--- src/rtl/lrwait_queue_table.sv ---
// Per-bank LRWait queue table: tracks head/tail waiters per reserved address, injects
// SuccUpdate / failure responses and forwards everything else to the bank.
// Optional LRWAIT_TABLE_FULL_STALL_EN: an LRWait that misses on a full table stalls instead of erroring.
`timescale 1ns/1ps
module lrwait_queue_table #(
  parameter int unsigned NumSlots    = 4,
  parameter int unsigned AddrWidth   = 32,
  parameter int unsigned DataWidth   = 32,
  parameter int unsigned MetaWidth   = 16,
  parameter int unsigned MetaIdWidth = 3
) (
  input  logic                 clk_i,
  input  logic                 rst_ni,
  // Handshakes: a transfer happens on a rising edge where valid && ready.
  // Valid never waits on ready; in_ready_o may depend on the request fields.
  input  logic                 in_valid_i,
  output logic                 in_ready_o,
  input  logic [AddrWidth-1:0] in_addr_i,
  input  logic [3:0]           in_amo_i,
  input  logic [DataWidth-1:0] in_wdata_i,
  input  logic [MetaWidth-1:0] in_meta_i,
  input  logic                 in_lrwait_i,
  output logic                 bank_req_valid_o,
  input  logic                 bank_req_ready_i,
  output logic [AddrWidth-1:0] bank_addr_o,
  output logic [3:0]           bank_amo_o,
  output logic [DataWidth-1:0] bank_wdata_o,
  output logic [MetaWidth-1:0] bank_meta_o,
  input  logic                 bank_resp_valid_i,
  output logic                 bank_resp_ready_o,
  input  logic [DataWidth-1:0] bank_resp_data_i,
  input  logic [MetaWidth-1:0] bank_resp_meta_i,
  output logic                 resp_valid_o,
  input  logic                 resp_ready_i,
  output logic [DataWidth-1:0] resp_data_o,
  output logic [MetaWidth-1:0] resp_meta_o,
  output logic                 resp_error_o,
  output logic                 resp_lrwait_o
);

  localparam int unsigned IdxWidth  = (NumSlots > 1) ? $clog2(NumSlots) : 1;
  localparam int unsigned CoreWidth = MetaWidth - MetaIdWidth;
  localparam logic [3:0]  AmoLrWait = 4'hC;
  localparam logic [3:0]  AmoScWait = 4'hD;

  typedef enum logic [2:0] {
    ActPass,
    ActLrHit,
    ActLrAlloc,
    ActLrFull,
    ActWakeHit,
    ActWakeDrop,
    ActScFwd,
    ActScFail
  } action_e;

  logic [NumSlots-1:0]  slot_valid_q;
  logic [AddrWidth-1:0] slot_addr_q [NumSlots];
  logic [MetaWidth-1:0] slot_head_q [NumSlots];
  logic [MetaWidth-1:0] slot_tail_q [NumSlots];

  logic                 inj_valid_q;
  logic [DataWidth-1:0] inj_data_q;
  logic [MetaWidth-1:0] inj_meta_q;
  logic                 inj_error_q;
  logic                 inj_lrwait_q;

  logic                 hit;
  logic [IdxWidth-1:0]  hit_idx;
  logic                 free_any;
  logic [IdxWidth-1:0]  free_idx;
  logic [MetaWidth-1:0] hit_head;
  logic [MetaWidth-1:0] hit_tail;
  logic                 is_head;
  logic                 last_waiter;
  action_e              action;

  logic                 req_ready_raw;
  logic                 fwd;
  logic                 req_act;
  logic                 accept;
  logic [DataWidth-1:0] fwd_wdata;
  logic [MetaWidth-1:0] fwd_meta;
  logic                 inj_set;
  logic [DataWidth-1:0] inj_data_d;
  logic [MetaWidth-1:0] inj_meta_d;
  logic                 inj_error_d;
  logic                 inj_lrwait_d;

  // Address lookup; at most one valid slot can hold a given address.
  always_comb begin
    hit     = 1'b0;
    hit_idx = '0;
    for (int i = 0; i < int'(NumSlots); i++) begin
      if (slot_valid_q[i] && (slot_addr_q[i] == in_addr_i)) begin
        hit     = 1'b1;
        hit_idx = IdxWidth'(i);
      end
    end
  end

  // Lowest free index wins, so scan downwards and let the last match stick.
  always_comb begin
    free_any = 1'b0;
    free_idx = '0;
    for (int i = int'(NumSlots) - 1; i >= 0; i--) begin
      if (!slot_valid_q[i]) begin
        free_any = 1'b1;
        free_idx = IdxWidth'(i);
      end
    end
  end

  assign hit_head    = slot_head_q[hit_idx];
  assign hit_tail    = slot_tail_q[hit_idx];
  assign is_head     = hit && (in_meta_i[MetaWidth-1:MetaIdWidth] == hit_head[MetaWidth-1:MetaIdWidth]);
  assign last_waiter = (hit_head[MetaWidth-1:MetaIdWidth] == hit_tail[MetaWidth-1:MetaIdWidth]);

  always_comb begin
    action = ActPass;
    if ((in_amo_i == AmoLrWait) && !in_lrwait_i) begin
      if (hit)           action = ActLrHit;
      else if (free_any) action = ActLrAlloc;
      else               action = ActLrFull;
    end else if (in_amo_i == AmoLrWait) begin
      action = hit ? ActWakeHit : ActWakeDrop;
    end else if (in_amo_i == AmoScWait) begin
      action = is_head ? ActScFwd : ActScFail;
    end
  end

  always_comb begin
    req_ready_raw = 1'b0;
    fwd           = 1'b0;
    fwd_wdata     = in_wdata_i;
    fwd_meta      = in_meta_i;
    inj_set       = 1'b0;
    inj_data_d    = '0;
    inj_meta_d    = in_meta_i;
    inj_error_d   = 1'b0;
    inj_lrwait_d  = 1'b0;
    case (action)
      ActPass, ActLrAlloc, ActScFwd: begin
        fwd           = 1'b1;
        req_ready_raw = bank_req_ready_i;
      end
      ActLrHit: begin
        req_ready_raw = 1'b1;
        inj_set       = 1'b1;
        inj_data_d    = DataWidth'(in_meta_i);
        inj_meta_d    = hit_tail;
        inj_lrwait_d  = 1'b1;
      end
      ActLrFull: begin
`ifdef LRWAIT_TABLE_FULL_STALL_EN
        req_ready_raw = 1'b0;
`else
        req_ready_raw = 1'b1;
        inj_set       = 1'b1;
        inj_error_d   = 1'b1;
`endif
      end
      ActWakeHit: begin
        // The read is re-issued on behalf of the successor so it lands there.
        fwd           = 1'b1;
        fwd_wdata     = '0;
        fwd_meta      = in_wdata_i[MetaWidth-1:0];
        req_ready_raw = bank_req_ready_i;
      end
      ActWakeDrop: begin
        req_ready_raw = 1'b1;
      end
      ActScFail: begin
        req_ready_raw = 1'b1;
        inj_set       = 1'b1;
        inj_data_d    = DataWidth'(1);
      end
      default: begin
        req_ready_raw = 1'b0;
      end
    endcase
  end

  assign req_act          = rst_ni && in_valid_i && !inj_valid_q;
  assign accept           = req_act && req_ready_raw;
  assign in_ready_o       = rst_ni && !inj_valid_q && req_ready_raw;
  assign bank_req_valid_o = req_act && fwd;
  assign bank_addr_o      = rst_ni ? in_addr_i : '0;
  assign bank_amo_o       = rst_ni ? in_amo_i : '0;
  assign bank_wdata_o     = rst_ni ? fwd_wdata : '0;
  assign bank_meta_o      = rst_ni ? fwd_meta : '0;

  always_ff @(posedge clk_i) begin
    if (!rst_ni) begin
      slot_valid_q <= '0;
      for (int i = 0; i < int'(NumSlots); i++) begin
        slot_addr_q[i] <= '0;
        slot_head_q[i] <= '0;
        slot_tail_q[i] <= '0;
      end
    end else if (accept) begin
      case (action)
        ActLrHit: slot_tail_q[hit_idx] <= in_meta_i;
        ActLrAlloc: begin
          slot_valid_q[free_idx] <= 1'b1;
          slot_addr_q[free_idx]  <= in_addr_i;
          slot_head_q[free_idx]  <= in_meta_i;
          slot_tail_q[free_idx]  <= in_meta_i;
        end
        ActWakeHit: slot_head_q[hit_idx] <= in_wdata_i[MetaWidth-1:0];
        ActScFwd: begin
          if (last_waiter) slot_valid_q[hit_idx] <= 1'b0;
        end
        default: ;
      endcase
    end
  end

  // Injection is blocked while pending, so set and clear never collide.
  always_ff @(posedge clk_i) begin
    if (!rst_ni) begin
      inj_valid_q  <= 1'b0;
      inj_data_q   <= '0;
      inj_meta_q   <= '0;
      inj_error_q  <= 1'b0;
      inj_lrwait_q <= 1'b0;
    end else if (accept && inj_set) begin
      inj_valid_q  <= 1'b1;
      inj_data_q   <= inj_data_d;
      inj_meta_q   <= inj_meta_d;
      inj_error_q  <= inj_error_d;
      inj_lrwait_q <= inj_lrwait_d;
    end else if (inj_valid_q && resp_ready_i && !bank_resp_valid_i) begin
      inj_valid_q  <= 1'b0;
    end
  end

  // Bank responses always win the response port.
  assign bank_resp_ready_o = rst_ni && resp_ready_i;
  assign resp_valid_o      = rst_ni && (bank_resp_valid_i || inj_valid_q);

  always_comb begin
    resp_data_o   = '0;
    resp_meta_o   = '0;
    resp_error_o  = 1'b0;
    resp_lrwait_o = 1'b0;
    if (rst_ni) begin
      if (bank_resp_valid_i) begin
        resp_data_o = bank_resp_data_i;
        resp_meta_o = bank_resp_meta_i;
      end else if (inj_valid_q) begin
        resp_data_o   = inj_data_q;
        resp_meta_o   = inj_meta_q;
        resp_error_o  = inj_error_q;
        resp_lrwait_o = inj_lrwait_q;
      end
    end
  end

endmodule

--- config.mk ---
export PLATFORM = sky130hd
export DESIGN_NAME = lrwait_queue_table
export DESIGN_NICKNAME = d
export VERILOG_FILES = /design/src/rtl/lrwait_queue_table.sv
export SDC_FILE = /design/constraint.sdc
export NUM_CORES = 1
export LEC_CHECK = 0
export ABC_AREA = 1
export BUFFER_PORTS_ARGS = -buffer_cell sky130_fd_sc_hd__buf_2
export CORE_ASPECT_RATIO = 0.7
export CORE_MARGIN = 1.5
export CORE_UTILIZATION = 39
export DETAILED_ROUTE_END_ITERATION = 10
export GPL_ROUTABILITY_DRIVEN = 0
export GPL_TIMING_DRIVEN = 0
export SYNTH_ARGS = -nofsm -noshare
export SYNTH_HDL_FRONTEND = slang
export SYNTH_SLANG_ARGS = --single-unit
--- constraint.sdc ---
create_clock -name clk_i -period 6.8 [get_ports clk_i]
set_input_delay 1.36 -clock clk_i [delete_from_list [all_inputs] [get_ports clk_i]]
set_output_delay 1.36 -clock clk_i [all_outputs]
set_load 0.05 [all_outputs]
Word level (Yosys, flattened, before mapping)
Memories as Yosys holds them, arrays and structs flattened.
Index checks and enable logic that the tools add are counted.
{"block": "op_classes", "n_lt_le_gt_ge": 4, "n_eq_ne": 16, "n_mux": 82, "bitwise": 3, "reduce_logical": 35}
{"cell": "32-bit 2-to-1 mux", "count": 7}
{"cell": "16-bit 2-to-1 mux", "count": 10}
{"cell": "32-bit equality test", "count": 4}
{"cell": "16-bit OR reduction", "count": 4}
{"cell": "1-bit 2-to-1 mux", "count": 43}
{"cell": "16-bit case mux with 2 select lines", "count": 1}
{"cell": "32-bit OR reduction", "count": 1}
{"cell": "13-bit equality test", "count": 2}
{"cell": "2-bit 2-to-1 mux", "count": 12}
{"cell": "1-bit logical AND", "count": 19}
{"cell": "3-bit equality test, second input constant", "count": 4}
{"cell": "3-bit 2-to-1 mux", "count": 3}
{"cell": "4-bit equality test, second input constant", "count": 2}
{"cell": "4-bit 2-to-1 mux", "count": 2}
{"cell": "4-bit case mux with 2 select lines", "count": 1}
{"cell": "4-bit OR reduction", "count": 2}
{"cell": "3-bit by 2-bit equality test with 1-bit output, second input constant", "count": 2}
{"cell": "2-bit by 3-bit < comparator with 1-bit output, second input constant", "count": 2}
{"cell": "4-bit bitwise AND", "count": 1}
{"cell": "1-bit demux with 2-bit select", "count": 2}
{"cell": "2-bit by 1-bit >= comparator with 1-bit output, second input constant", "count": 2}
{"cell": "4-bit NOT", "count": 1}
{"cell": "4-bit bitwise OR", "count": 1}
{"cell": "2-bit nonzero test", "count": 2}
{"cell": "other kinds (8)", "count": 10}
{"block": "totals", "register_bits": 55, "mem_bits_rw": 256, "output_inout_bits": 138, "wordCells": 149, "n_memories": 3}
{"name": "slot_addr_q", "depth": 4, "word_bits": 32, "read_ports": 4, "rd_ports_with_merged_regs": 0, "wr": 4, "line_no": "58", "rtl": "logic [AddrWidth-1:0] slot_addr_q [NumSlots];"}
{"name": "slot_head_q", "depth": 4, "word_bits": 16, "read_ports": 1, "rd_ports_with_merged_regs": 0, "wr": 4, "line_no": "59", "rtl": "logic [MetaWidth-1:0] slot_head_q [NumSlots];"}
{"name": "slot_tail_q", "depth": 4, "word_bits": 16, "read_ports": 1, "rd_ports_with_merged_regs": 0, "wr": 4, "line_no": "60", "rtl": "logic [MetaWidth-1:0] slot_tail_q [NumSlots];"}

Depth between registers and ports, before layout
Gate-level depths: netlist of the first run.
An unclocked memory read counts as a cell.
{"block": "depth", "word_depth": 23, "depth_mapped": 34}

Worst setup path after synthesis of the first run
Ideal clock, no wire load.
{"block": "synth_path", "kind": "input -> output", "startpoint": "input port in_addr_i[6]", "endpoint": "output port bank_meta_o[11]", "arrival_ps": 4329, "slack_ps": 1111, "path_stages": 24, "cell_sequence": "buf_2 -> xnor2_1 -> nand2_1 -> nor2_1 -> nand2_1 -> nor2_2 -> nand3_4 -> clkinv_2 -> buf_6 -> nand2_1 -> nand2_1 -> inv_2 -> nand3_2 -> nand2_1 -> nand2_1 -> nor2_1 -> nand2_1 -> nor2_1 -> nand2_1 -> nand2_2 -> nand4_2 -> clkbuf_1 -> o21ai_0 -> a21oi_1"}
{"block": "synth_via", "elab_chain_cells": 15, "elab_cells_between_ends": 27, "cone_classes": "eq/ne: 6; mux: 15; reduce/logical: 5; memory: 1"}
{"item": "start: declaration", "line_no": "18", "rtl": "input logic [AddrWidth-1:0] in_addr_i,"}
{"item": "32-bit equality test", "line_no": "95", "rtl": "if (slot_valid_q[i] && (slot_addr_q[i] == in_addr_i)) begin"}
{"item": "1-bit logical AND", "line_no": "95"}
{"item": "1-bit 2-to-1 mux", "line_no": "95"}
{"item": "2-bit 2-to-1 mux (2 in a row)", "line_no": "95"}
{"item": "memory read 4 x 16 bit"}
{"item": "13-bit equality test", "line_no": "116", "rtl": "assign is_head = hit && (in_meta_i[MetaWidth-1:MetaIdWidth] == hit_head[MetaWidth-1:MetaIdWidth]);"}
{"item": "1-bit logical AND", "line_no": "116"}
{"item": "1-bit 2-to-1 mux", "line_no": "128", "rtl": "action = is_head ? ActScFwd : ActScFail;"}
{"item": "3-bit 2-to-1 mux", "line_no": "127", "rtl": "end else if (in_amo_i == AmoScWait) begin"}
{"item": "3-bit 2-to-1 mux", "line_no": "125", "rtl": "end else if (in_amo_i == AmoLrWait) begin"}
{"item": "3-bit 2-to-1 mux *", "line_no": "121", "rtl": "if ((in_amo_i == AmoLrWait) && !in_lrwait_i) begin"}
{"item": "3-bit equality test *", "line_no": "142", "rtl": "case (action)"}
{"item": "16-bit 2-to-1 mux *", "line_no": "142"}
{"item": "16-bit 2-to-1 mux *", "line_no": "191", "rtl": "assign bank_meta_o = rst_ni ? fwd_meta : '0;"}
{"item": "end: declaration", "line_no": "28", "rtl": "output logic [MetaWidth-1:0] bank_meta_o,"}
Mark *: on every way between the ends. The rest lies on a longest branch, timed or not.

Worst setup path after layout of the first run
{"block": "layout_path", "startpoint": "input port in_addr_i[27]", "endpoint": "output port bank_wdata_o[19]"}
{"block": "layout_via", "elab_chain_cells": 15, "elab_cells_between_ends": 27, "cone_classes": "eq/ne: 6; mux: 15; reduce/logical: 5; memory: 1"}
{"item": "32-bit equality test", "line_no": "95"}
{"item": "1-bit logical AND", "line_no": "95"}
{"item": "1-bit 2-to-1 mux", "line_no": "95"}
{"item": "2-bit 2-to-1 mux (2 in a row)", "line_no": "95"}
{"item": "memory read 4 x 16 bit"}
{"item": "13-bit equality test", "line_no": "116"}
{"item": "1-bit logical AND", "line_no": "116"}
{"item": "1-bit 2-to-1 mux", "line_no": "128"}
{"item": "3-bit 2-to-1 mux", "line_no": "127"}
{"item": "3-bit 2-to-1 mux", "line_no": "125"}
{"item": "3-bit 2-to-1 mux *", "line_no": "121"}
{"item": "3-bit equality test *", "line_no": "142"}
{"item": "32-bit 2-to-1 mux *", "line_no": "142"}
{"item": "32-bit 2-to-1 mux *", "line_no": "190", "rtl": "assign bank_wdata_o = rst_ni ? fwd_wdata : '0;"}
{"item": "end: declaration", "line_no": "27", "rtl": "output logic [DataWidth-1:0] bank_wdata_o,"}
Marked as above.

==> impl_metrics.json, run 1 <==
{
  "drive_above_1_share_pct": 18.5,
  "crit_arrival_ps": 5150,
  "layout.nets": 2705,
  "grt_pass1_vias": 15333,
  "grt_setup_unrepaired": "no",
  "cp.required_ps": 5440,
  "vias": 16822,
  "hold_path.class": "reg -> reg",
  "power.density_nw_per_um2": 214,
  "syn_area_sq_um": 17100,
  "syn_avg_cell_area_sq_um": 7.52,
  "cts_tree": "done",
  "max_clock_freq_ghz": 0.154,
  "crit_path_start": "in_addr_i[27]",
  "gr-usage-all-layers_pct": 27.8,
  "grt_pass1_wl_mm": 92.7,
  "ys_warn_count": 0,
  "syn-num-nets": 2414,
  "dpl_cell_area_sq_um": 19200,
  "dpl.hpwl_mm": 49.8,
  "ys_ff_latch": 283,
  "grt_antenna_before_repair": 1,
  "syn_to_final_growth_pct": 18.5,
  "ys_types": 49,
  "rr_startpoint": "slot_addr_q[0][14]",
  "synth.area.top_cells": "edfxtp_1 (43%), nand2_1 (13%), nor2_1 (8.1%)",
  "row_count": 63,
  "r2r-end": "slot_tail_q[0][14]",
  "r2r_slack_ps": 1160,
  "die_w_microns": 253,
  "fin_crit_sh_pct": 95.8,
  "ir_worst_vdd_v": 0.000188,
  "route.detailed.drc": 0,
  "startpoint_type": "input port",
  "core_area_sq_um": 42800,
  "total_power_mw": 4.34,
  "worst_pin_slew_ps": 1310,
  "holdPathStages": 2,
  "setup_viol": 0,
  "totalWireLength_mm": 63.5,
  "synth_edf_count": 244,
  "overflow": 0,
  "clkLatencyLatePin_ps": 590,
  "clockBufferDepth": 3,
  "maxSlewHeadroom_pct": 11.5,
  "port_buffers": 257,
  "postSynthCellCount": 2275,
  "critPathKind": "in -> out",
  "die_h_microns": 178,
  "ys_async_sr_fraction_pct": 0,
  "grt_max_degree": 33,
  "fin_crit_ps": 6510,
  "synth_ff_type": "edfxtp_1",
  "initial_utilization_pct": 40.0,
  "vias_per_cell": 5.30,
  "r2r_cells": 16,
  "dr.pass1.iters": 6,
  "report.final.hold_viol_count": 0,
  "synth_top_area_share_pct": 42.8,
  "drt_iter0_drc": 2276,
  "cts-root-buf": "clkbuf_16",
  "wire_per_inst_microns": 20.0,
  "io_pins": 277,
  "yosys.area.top_type": "edfxtp_1",
  "status": "completed",
  "antenna_cells": 0,
  "drv_slew": 0,
  "h-tree-depth": 1,
  "yosysSeqAreaShare_pct": 47.4,
  "dieArea_sq_um": 45100,
  "critical_path.endpoint": "bank_wdata_o[19]",
  "fill_cells": 4308,
  "drv_cap": 0,
  "cts_made_buffers": 30,
  "clock-sinks": 283,
  "finClkSkew_ps": 14.0,
  "clk_pin_slew_ps": 60,
  "cp-end-kind": "output port",
  "final_area_sq_um": 20300,
  "detail-route-antenna-nets": 0,
  "crit_path_max_fanout": 10,
  "leakage_nw": 9.64
}
==> final cells by class <==
cell class	instances	area, sq um	area share, %
clock inverters	14	168	0.828
well taps	585	732	3.61
inverters	367	1380	6.81
repair buffers	259	1340	6.62
multi-input cells	1533	7160	35.4
flip-flops and latches	283	8110	40.0
plain buffers	92	503	2.48
clock buffers	42	861	4.25
==> worst min path at each step <==
stage              startpoint        endpoint  slack [ps]
2_1_floorplan     inj_error_q     inj_error_q         440
3_3_place_gp    inj_meta_q[3]   inj_meta_q[3]         460
6_report       inj_meta_q[15]  inj_meta_q[15]         480
5_1_grt        inj_meta_q[15]  inj_meta_q[15]         500
4_1_cts         inj_meta_q[6]   inj_meta_q[6]         480
3_5_place_dp      inj_error_q     inj_error_q         470
==> state kept, by name, summed over array words and instances (netlist names) <==
name,flops
inj_data_q,16
inj_error_q,1
inj_lrwait_q,1
slot_head_q,52
slot_tail_q,64
slot_addr_q,128
slot_valid_q,4
inj_valid_q,1
inj_meta_q,16
==> through the flow <==
stage	TNS, ps	hold WS [ps]	utilization, %	std cells	setup slack, ps
floorplan	0	440	-	2275	1110
global placement	-25710	461	44.7	3117	-366
detailed placement	-3970	468	44.8	3119	-271
CTS	0	477	47.3	3175	65.9
global route	0	498	47.3	3175	26.0
finish	0	479	47.3	3175	289
==> metal layers <==
metal | routed length (microns) | track usage (%) | vias to the layer above
met5 | 10 | 0 | -
met4 | 1460 | 6.74 | 2
met3 | 9520 | 9.79 | 103
met2 | 24800 | 37.9 | 1004
met1 | 27700 | 41.2 | 7870
li1 | - | - | 7843
==> repair_timing <==
action                                 in CTS  in global routing
hold buffers                                0                  0
setup endpoints to repair                  30                 48
buffers inserted                            0                  0
gates resized for setup                     3                 13
endpoints found under the hold margin       0                  0
==> synthesized netlist by cell type, types with 4 or more instances <==
cell type and count:
buf_4 10, buf_6 12, nand4_1 62, nand2_2 11
xnor2_1 30, buf_1 7, clkbuf_1 43, nor2_1 371
and2_1 7, o21ai_1 6, nor3_1 23, nor2_2 43
nand3_1 138, nor4_1 15, xor2_1 20, nand3_2 12
or2_2 11, o22ai_1 19, nand2_1 583, edfxtp_1 244
a21oi_1 67, inv_2 28, o21ai_0 73, buf_2 19
nand3b_1 11, nor4b_1 4, dfxtp_1 39, inv_1 336
==> cell families after synthesis <==
logic type / Yosys count / share of synthesized area [%]
DFF: 283 / 47.4
buffers and inverters: 459 / 11.0
and+or+nand+nor: 1306 / 33.4
xor gates and xnor gates: 52 / 2.75
AOI/OAI and AO/OA: 175 / 5.51
==> critical path, cell delays in order <==
cell and delay, ps:
buf_2 140, inv_1 200, nand2_1 250, nand2_1 80
nor2_1 120, nand3b_1 90, nor2_1 280, nand3_1 190
clkbuf_1 290, nand4_1 190, nand3_1 230, nand2_1 140
nand2_1 60, nor2_1 140, nand2_1 70, nor2_1 80
nand2_1 100, nand2_2 150, nand4_4 190, nand2_4 200
buf_2 300, nor2_1 70, buf_2 220
==> layout by cell type (no fill, tap or decap), drive strengths merged, types with 15 or more instances in the layout <==
cell type,n
nor3,23
xnor2,32
buf,308
clkbuf,85
nor2,415
edfxtp,244
or2,15
nand2,595
o21ai,80
xor2,20
nand4,63
a21oi,67
dfxtp,39
nor4,15
o22ai,20
inv,365
nand3,153
==> power breakdown <==
part,switching (mW),internal [mW]
logic,0.494,0.156
registers,0.0210,1.93
clock network,0.740,1.00
Power figures use the tool's default switching activity.
==> run 2, diff against run 1 <==
--- a/config.mk
+++ b/config.mk
@@ -13,6 +13,7 @@
 export DETAILED_ROUTE_END_ITERATION = 10
 export GPL_ROUTABILITY_DRIVEN = 0
 export GPL_TIMING_DRIVEN = 0
+export SKIP_LAST_GASP = 1
 export SYNTH_ARGS = -nofsm -noshare
 export SYNTH_HDL_FRONTEND = slang
 export SYNTH_SLANG_ARGS = --single-unit
==> constraint.sdc (replaced) <==
create_clock -name clk_i -period 5.53 [get_ports clk_i]
set_input_delay 1.106 -clock clk_i [delete_from_list [all_inputs] [get_ports clk_i]]
set_output_delay 1.106 -clock clk_i [all_outputs]
set_load 0.05 [all_outputs]
==> run 2 against run 1 <==
Against the previous run:
- count of clock-buffer cells in the layout unchanged
- die area unchanged
- final cell count up 1.2%
- sequential power up 23%
- via count up 2.3%
- routed wire length up 2.8%
- register-to-register slack worse by 720 ps
- largest cell class unchanged
==> impl_metrics.json, run 2 (synthesized netlist as in run 1, its figures left out) <==
{
  "route.met3.wl_mm": 9.57,
  "cts_tree": "done",
  "cts_made_buffers": 30,
  "layout.nets": 2743,
  "fin_crit_ps": 5470,
  "crit_path_max_fanout": 8,
  "h-tree-depth": 1,
  "initial_utilization_pct": 40.0,
  "dieArea_sq_um": 45100,
  "seqCellArea_sq_um": 8110,
  "fin_crit_sh_pct": 98.9,
  "route.detailed.drc": 0,
  "ir_worst_vdd_v": 0.000234,
  "drive_above_1_share_pct": 23.4,
  "gr-usage-all-layers_pct": 27.9,
  "met1Wirelength_mm": 28.3,
  "r2r_slack_ps": 440,
  "clockBufferDepth": 3,
  "multi_input_area_sq_um": 7730,
  "fill_cells": 4166,
  "overflow": 0,
  "worst_pin_slew_ps": 1030,
  "status": "completed",
  "core_area_sq_um": 42800,
  "finClkSkew_ps": 13.6,
  "maxSlewHeadroom_pct": 31.1,
  "io_pins": 277,
  "grt_pass1_wl_mm": 93.0,
  "cp-end-kind": "output port",
  "regMostFlops": "slot_addr_q",
  "detail-route-antenna-nets": 0,
  "route.top_layer_used": "met5",
  "drt_iter0_drc": 2308,
  "hold_path_startpoint": "inj_meta_q[15]",
  "antenna_cells": 0,
  "final_cells": 3213,
  "report.final.hold_viol_count": 0,
  "fin_util_pct": 50.3,
  "cts-root-buf": "clkbuf_16",
  "port_buffers": 257,
  "worst_hold_slack_ps": 478,
  "r2r_cells": 26,
  "crit_path_max_incr_delay_ps": 260,
  "largest_reg_flops": 128,
  "syn_to_final_growth_pct": 25.8,
  "path_cells": "clkbuf_4, nand2_1, nand2_1, nor3b_2, nand2_1, nor2_4, nand3_4, buf_8, nand4_1, nand3_2, nand2_1, nand2_1, nor2_1, nand2_1, nor2_1, nand2_2, nand2_4, nand4_4, nand2_8, clkbuf_16, nor2_1, buf_4",
  "startpoint_type": "input port",
  "crit_slowest_cell": "nand2_8",
  "grt_setup_unrepaired": "yes",
  "critPathKind": "in -> out",
  "clock-sinks": 283,
  "path_common_cell": "nand2_1",
  "clkLatencyLatePin_ps": 590,
  "grt_antenna_before_repair": 2,
  "grt_max_degree": 33,
  "place_ws_ps": -1030,
  "grt_pass1_vias": 15389,
  "setup_ws_ps": 59.0,
  "tns_ps": 0,
  "r2r-end": "slot_tail_q[2][14]",
  "holdPathStages": 2,
  "die_h_microns": 178,
  "max_clock_freq_ghz": 0.183,
  "min_to": "inj_meta_q[15]",
  "vias": 17210,
  "rr_startpoint": "slot_addr_q[3][8]",
  "vias_per_cell": 5.36,
  "top_regs": "slot_addr_q x128, slot_tail_q x64, slot_head_q x52",
  "row_count": 63,
  "clk_pin_slew_ps": 60,
  "dr.pass1.iters": 6,
  "crit_arrival_ps": 4370,
  "dpl.hpwl_mm": 49.8,
  "ctsHoldBuffers": 0,
  "totalWireLength_mm": 65.3,
  "final_common_cell": "nand2_1",
  "cp.required_ps": 4420,
  "dr_wl_met2_mm": 25.9,
  "layout_common_cells": "nand2_1 (544), nor2_1 (350), inv_1 (330)",
  "power.density_nw_per_um2": 252,
  "die_w_microns": 253,
  "drv_cap": 0,
  "hold_path.class": "reg -> reg",
  "leakage_nw": 10.1,
  "dp_cells": 3119,
  "wire_per_inst_microns": 20.3,
  "setup_viol": 0,
  "drv_slew": 0
}
[run 2: changes by cell type in the layout (fill, tap and decap cells not counted), sizes merged]
cell,delta
buf,+27
clkbuf,+9
clkinvlp,+3
inv,-2
clkinv,-1
nand3,+1
nand4,+1
[run 2: stage by stage]
step	area (sq um)	power [mW]
global route	21500	5.57
CTS	20400	5.34
floorplan	17100	2.94
detailed placement	19200	3.22
global placement	19100	3.21
finish	21500	5.42
[run 2: critical path: cells and delay by family]
kind	cells	cell delay (ps)
buf+inv	4	710
simple gates	18	2530
[run 2: report_power, final]
group	internal, mW	total, mW	switching, mW	leakage [nW]
logic	0.233	0.866	0.632	6.68
registers	2.37	2.40	0.0294	2.91
clock network	1.23	2.15	0.918	0.505
[run 2: area by class of cell]
type / count / area share, %
buffer: 92 / 2.88
clock buffer: 42 / 4.00
clock inverter: 14 / 0.779
inverter: 367 / 6.57
multi-input combinational: 1535 / 35.9
sequential: 283 / 37.7
tap: 585 / 3.40
timing repair buffer: 295 / 8.76
[run 2: metal layers]
layer  up-vias  GRT usage [%]
met2      1042           38.1
li1       7947              -
met5         -              0
met4         4           6.94
met3       117           9.72
met1      8100           41.3
[run 2: how the worst max path moves through the flow]
stage,start,end,slack [ps]
after floorplan,in_addr_i[6],bank_meta_o[11],350
after global placement,in_addr_i[13],slot_addr_q[1][12],-1380
after detailed placement,in_addr_i[13],bank_wdata_o[19],-1030
after CTS,in_addr_i[27],bank_meta_o[2],1
after global routing,in_addr_i[3],bank_wdata_o[10],-80
final,in_addr_i[4],bank_wdata_o[10],60
[run 2: what timing repair did]
action                                  CTS  global route
endpoints found under the setup margin  193           193
buffers inserted                          5            23
cloned                                    0            10
pin swaps                                 3            29
gates resized for setup                  47           254
==> run 3, diff against run 2 <==
--- a/config.mk
+++ b/config.mk
@@ -6,7 +6,7 @@
 export NUM_CORES = 1
 export LEC_CHECK = 0
 export ABC_AREA = 1
-export BUFFER_PORTS_ARGS = -buffer_cell sky130_fd_sc_hd__buf_2
+export BUFFER_PORTS_ARGS = -buffer_cell sky130_fd_sc_hd__buf_4
 export CORE_ASPECT_RATIO = 0.7
 export CORE_MARGIN = 1.5
 export CORE_UTILIZATION = 39
==> run 3 against run 2 <==
Against the previous run:
- the run now ends with setup timing left
- design area grew 0.73%
- worst hold slack got worse by 6.6 ps
- flip-flop and latch count unchanged
- sequential share of layout area down 0.27 points
- first-iteration DRC count is 1.2% higher
- count of clock-buffer cells in the layout is 1 higher
- clock skew grew 8.7 ps
- final cell count fell by 0.31%
- fmax shrank 1.7%
- via count up 0.14%
- global-route usage is 0.059 points lower
- largest power group unchanged
- highest routed layer is now met4
==> impl_metrics.json, run 3 (synthesized netlist as in run 1, its figures left out) <==
{
  "status": "finished with violations",
  "violations": "setup timing",
  "hold_path.class": "reg -> reg",
  "grt_setup_unrepaired": "yes",
  "final_cells": 3203,
  "drv_cap": 0,
  "top_regs": "slot_addr_q x128, slot_tail_q x64, slot_head_q x52",
  "top_usage_layer": "met1",
  "grt_pass1_vias": 15326,
  "total_power_mw": 5.45,
  "drive_above_1_share_pct": 22.0,
  "leakage_nw": 10.1,
  "fill_cells": 4137,
  "overflow": 0,
  "clockBufferDepth": 3,
  "syn_to_final_growth_pct": 26.7,
  "layout_common_cells": "nand2_1 (563), nor2_1 (360), inv_1 (332)",
  "setup_viol": 33,
  "fin_util_pct": 50.6,
  "grt_antenna_before_repair": 0,
  "dr.pass1.iters": 6,
  "crit_arrival_ps": 5670,
  "dieArea_sq_um": 45100,
  "grt_max_degree": 33,
  "cp-end-kind": "register",
  "drt_iter0_drc": 2335,
  "setup_ws_ps": -36.5,
  "grt_use_met1_pct": 42.4,
  "row_count": 63,
  "finClkSkew_ps": 22.4,
  "drv_slew": 0,
  "share_seq_of_total_power_pct": 44.1,
  "clkLatencyLatePin_ps": 610,
  "initial_utilization_pct": 40.0,
  "h-tree-depth": 1,
  "worst_hold_slack_ps": 471,
  "swShare_pct": 28.7,
  "report.final.hold_viol_count": 0,
  "port_buffers": 257,
  "use_met3_pct": 8.33,
  "vias_per_cell": 5.38,
  "tns_ps": -747,
  "regMostFlops": "slot_addr_q",
  "route.detailed.drc": 0,
  "critPathKind": "in -> reg",
  "totalWireLength_mm": 65.1,
  "ir_worst_vdd_v": 0.000254,
  "dpl.hpwl_mm": 50.4,
  "dp_cells": 3118,
  "use_met2_pct": 38.5,
  "power.density_nw_per_um2": 251,
  "fin_crit_ps": 5570,
  "die_w_microns": 253,
  "clk_pin_slew_ps": 60,
  "core_area_sq_um": 42800,
  "die_h_microns": 178,
  "largest_reg_flops": 128,
  "startpoint_type": "input port",
  "p_switching_mw": 1.57,
  "cp.required_ps": 5630,
  "clock-sinks": 283,
  "cts_made_buffers": 31,
  "layout.nets": 2734,
  "vias": 17234,
  "p_int_mw": 3.88,
  "fin_crit_sh_pct": 101,
  "wire_per_inst_microns": 20.3,
  "worst_pin_slew_ps": 1090,
  "crit_path_max_fanout": 32,
  "cts_tree": "done",
  "grt_pass1_wl_mm": 93.4,
  "cts-root-buf": "clkbuf_16",
  "maxSlewHeadroom_pct": 27.4,
  "clkPwrFrac_pct": 39.7,
  "antenna_cells": 0,
  "max_clock_freq_ghz": 0.180,
  "io_pins": 277,
  "gr-usage-all-layers_pct": 27.8,
  "final_common_cell": "nand2_1",
  "comb_power_share_pct": 16.2,
  "detail-route-antenna-nets": 0
}
==> run 3: changes by cell type in the layout (fill, tap and decap cells not counted), sizes merged <==
| cell | delta |
|---|---|
| clkbuf | -8 |
| clkinv | -2 |
| inv | +2 |
| buf | -1 |
| clkinvlp | -1 |
==> run 3: area by class of cell <==
cell class,instances,area (sq um),share of cell area [%]
Inverter,367,1400,6.44
Sequential cell,283,8110,37.4
Multi-Input combinational cell,1535,7580,35.0
Buffer,92,608,2.81
Tap cell,585,732,3.38
Timing Repair Buffer,285,2210,10.2
Clock buffer,43,873,4.03
Clock inverter,13,170,0.785
==> run 3: metal layers <==
| layer | share of wire (%) | wire [microns] | up-vias |
|---|---|---|---|
| li1 | - | - | 7923 |
| met1 | 44 | 28500 | 8108 |
| met2 | 40 | 25800 | 1104 |
| met3 | 15 | 9580 | 99 |
| met4 | 1.8 | 1160 | 0 |
| met5 | 0 | 0 | - |
==> run 3: repair_timing <==
item,CTS,global route
hold buffers,0,0
buffers inserted,3,19
cloned,0,7
setup endpoints to repair,131,161
gates resized for setup,44,120
pin swaps,2,15
==> run 3: metrics by stage <==
stage               instance area (sq um)  setup slack [ps]
detailed placement                  19800              -994
floorplan                           17100               349
finish                              21700             -36.5
CTS                                 21000              4.01
global placement                    19800             -1310
global route                        21700              -101
==> run 3: path summary, 6_finish.rpt <==
kind	start	to	slack, ps	depth (start not counted)
worst max-delay path	in_addr_i[12]	slot_addr_q[2][30]	-40	17
worst min-delay path	inj_meta_q[10]	inj_meta_q[10]	470	2
worst max register to register	slot_addr_q[1][12]	slot_addr_q[2][30]	420	15
worst min register to register	inj_meta_q[10]	inj_meta_q[10]	470	2
==> run 3: worst max-delay path: stages <==
cell and delay, ps:
clkbuf_4 210, inv_1 110, nand2_1 110, and2_1 220
nand3_1 90, nor3_1 330, nor4b_1 760, nand3_1 230
nand3_1 230, o21ai_0 200, o21ai_0 240, nor2_1 150
nand3_4 130, inv_2 60, nand3_1 280, clkbuf_1 470
nand2_2 710
==> run 3: power by group through the flow <==
stage	sequential [mW]	clock (mW)	combinational [mW]
final	2.40	2.16	0.882
after global routing	2.41	2.25	0.933
after CTS	2.40	2.18	0.840
after detailed placement	2.45	0	0.827
after global placement	2.45	0	0.821
after floorplan	2.44	0	0.502
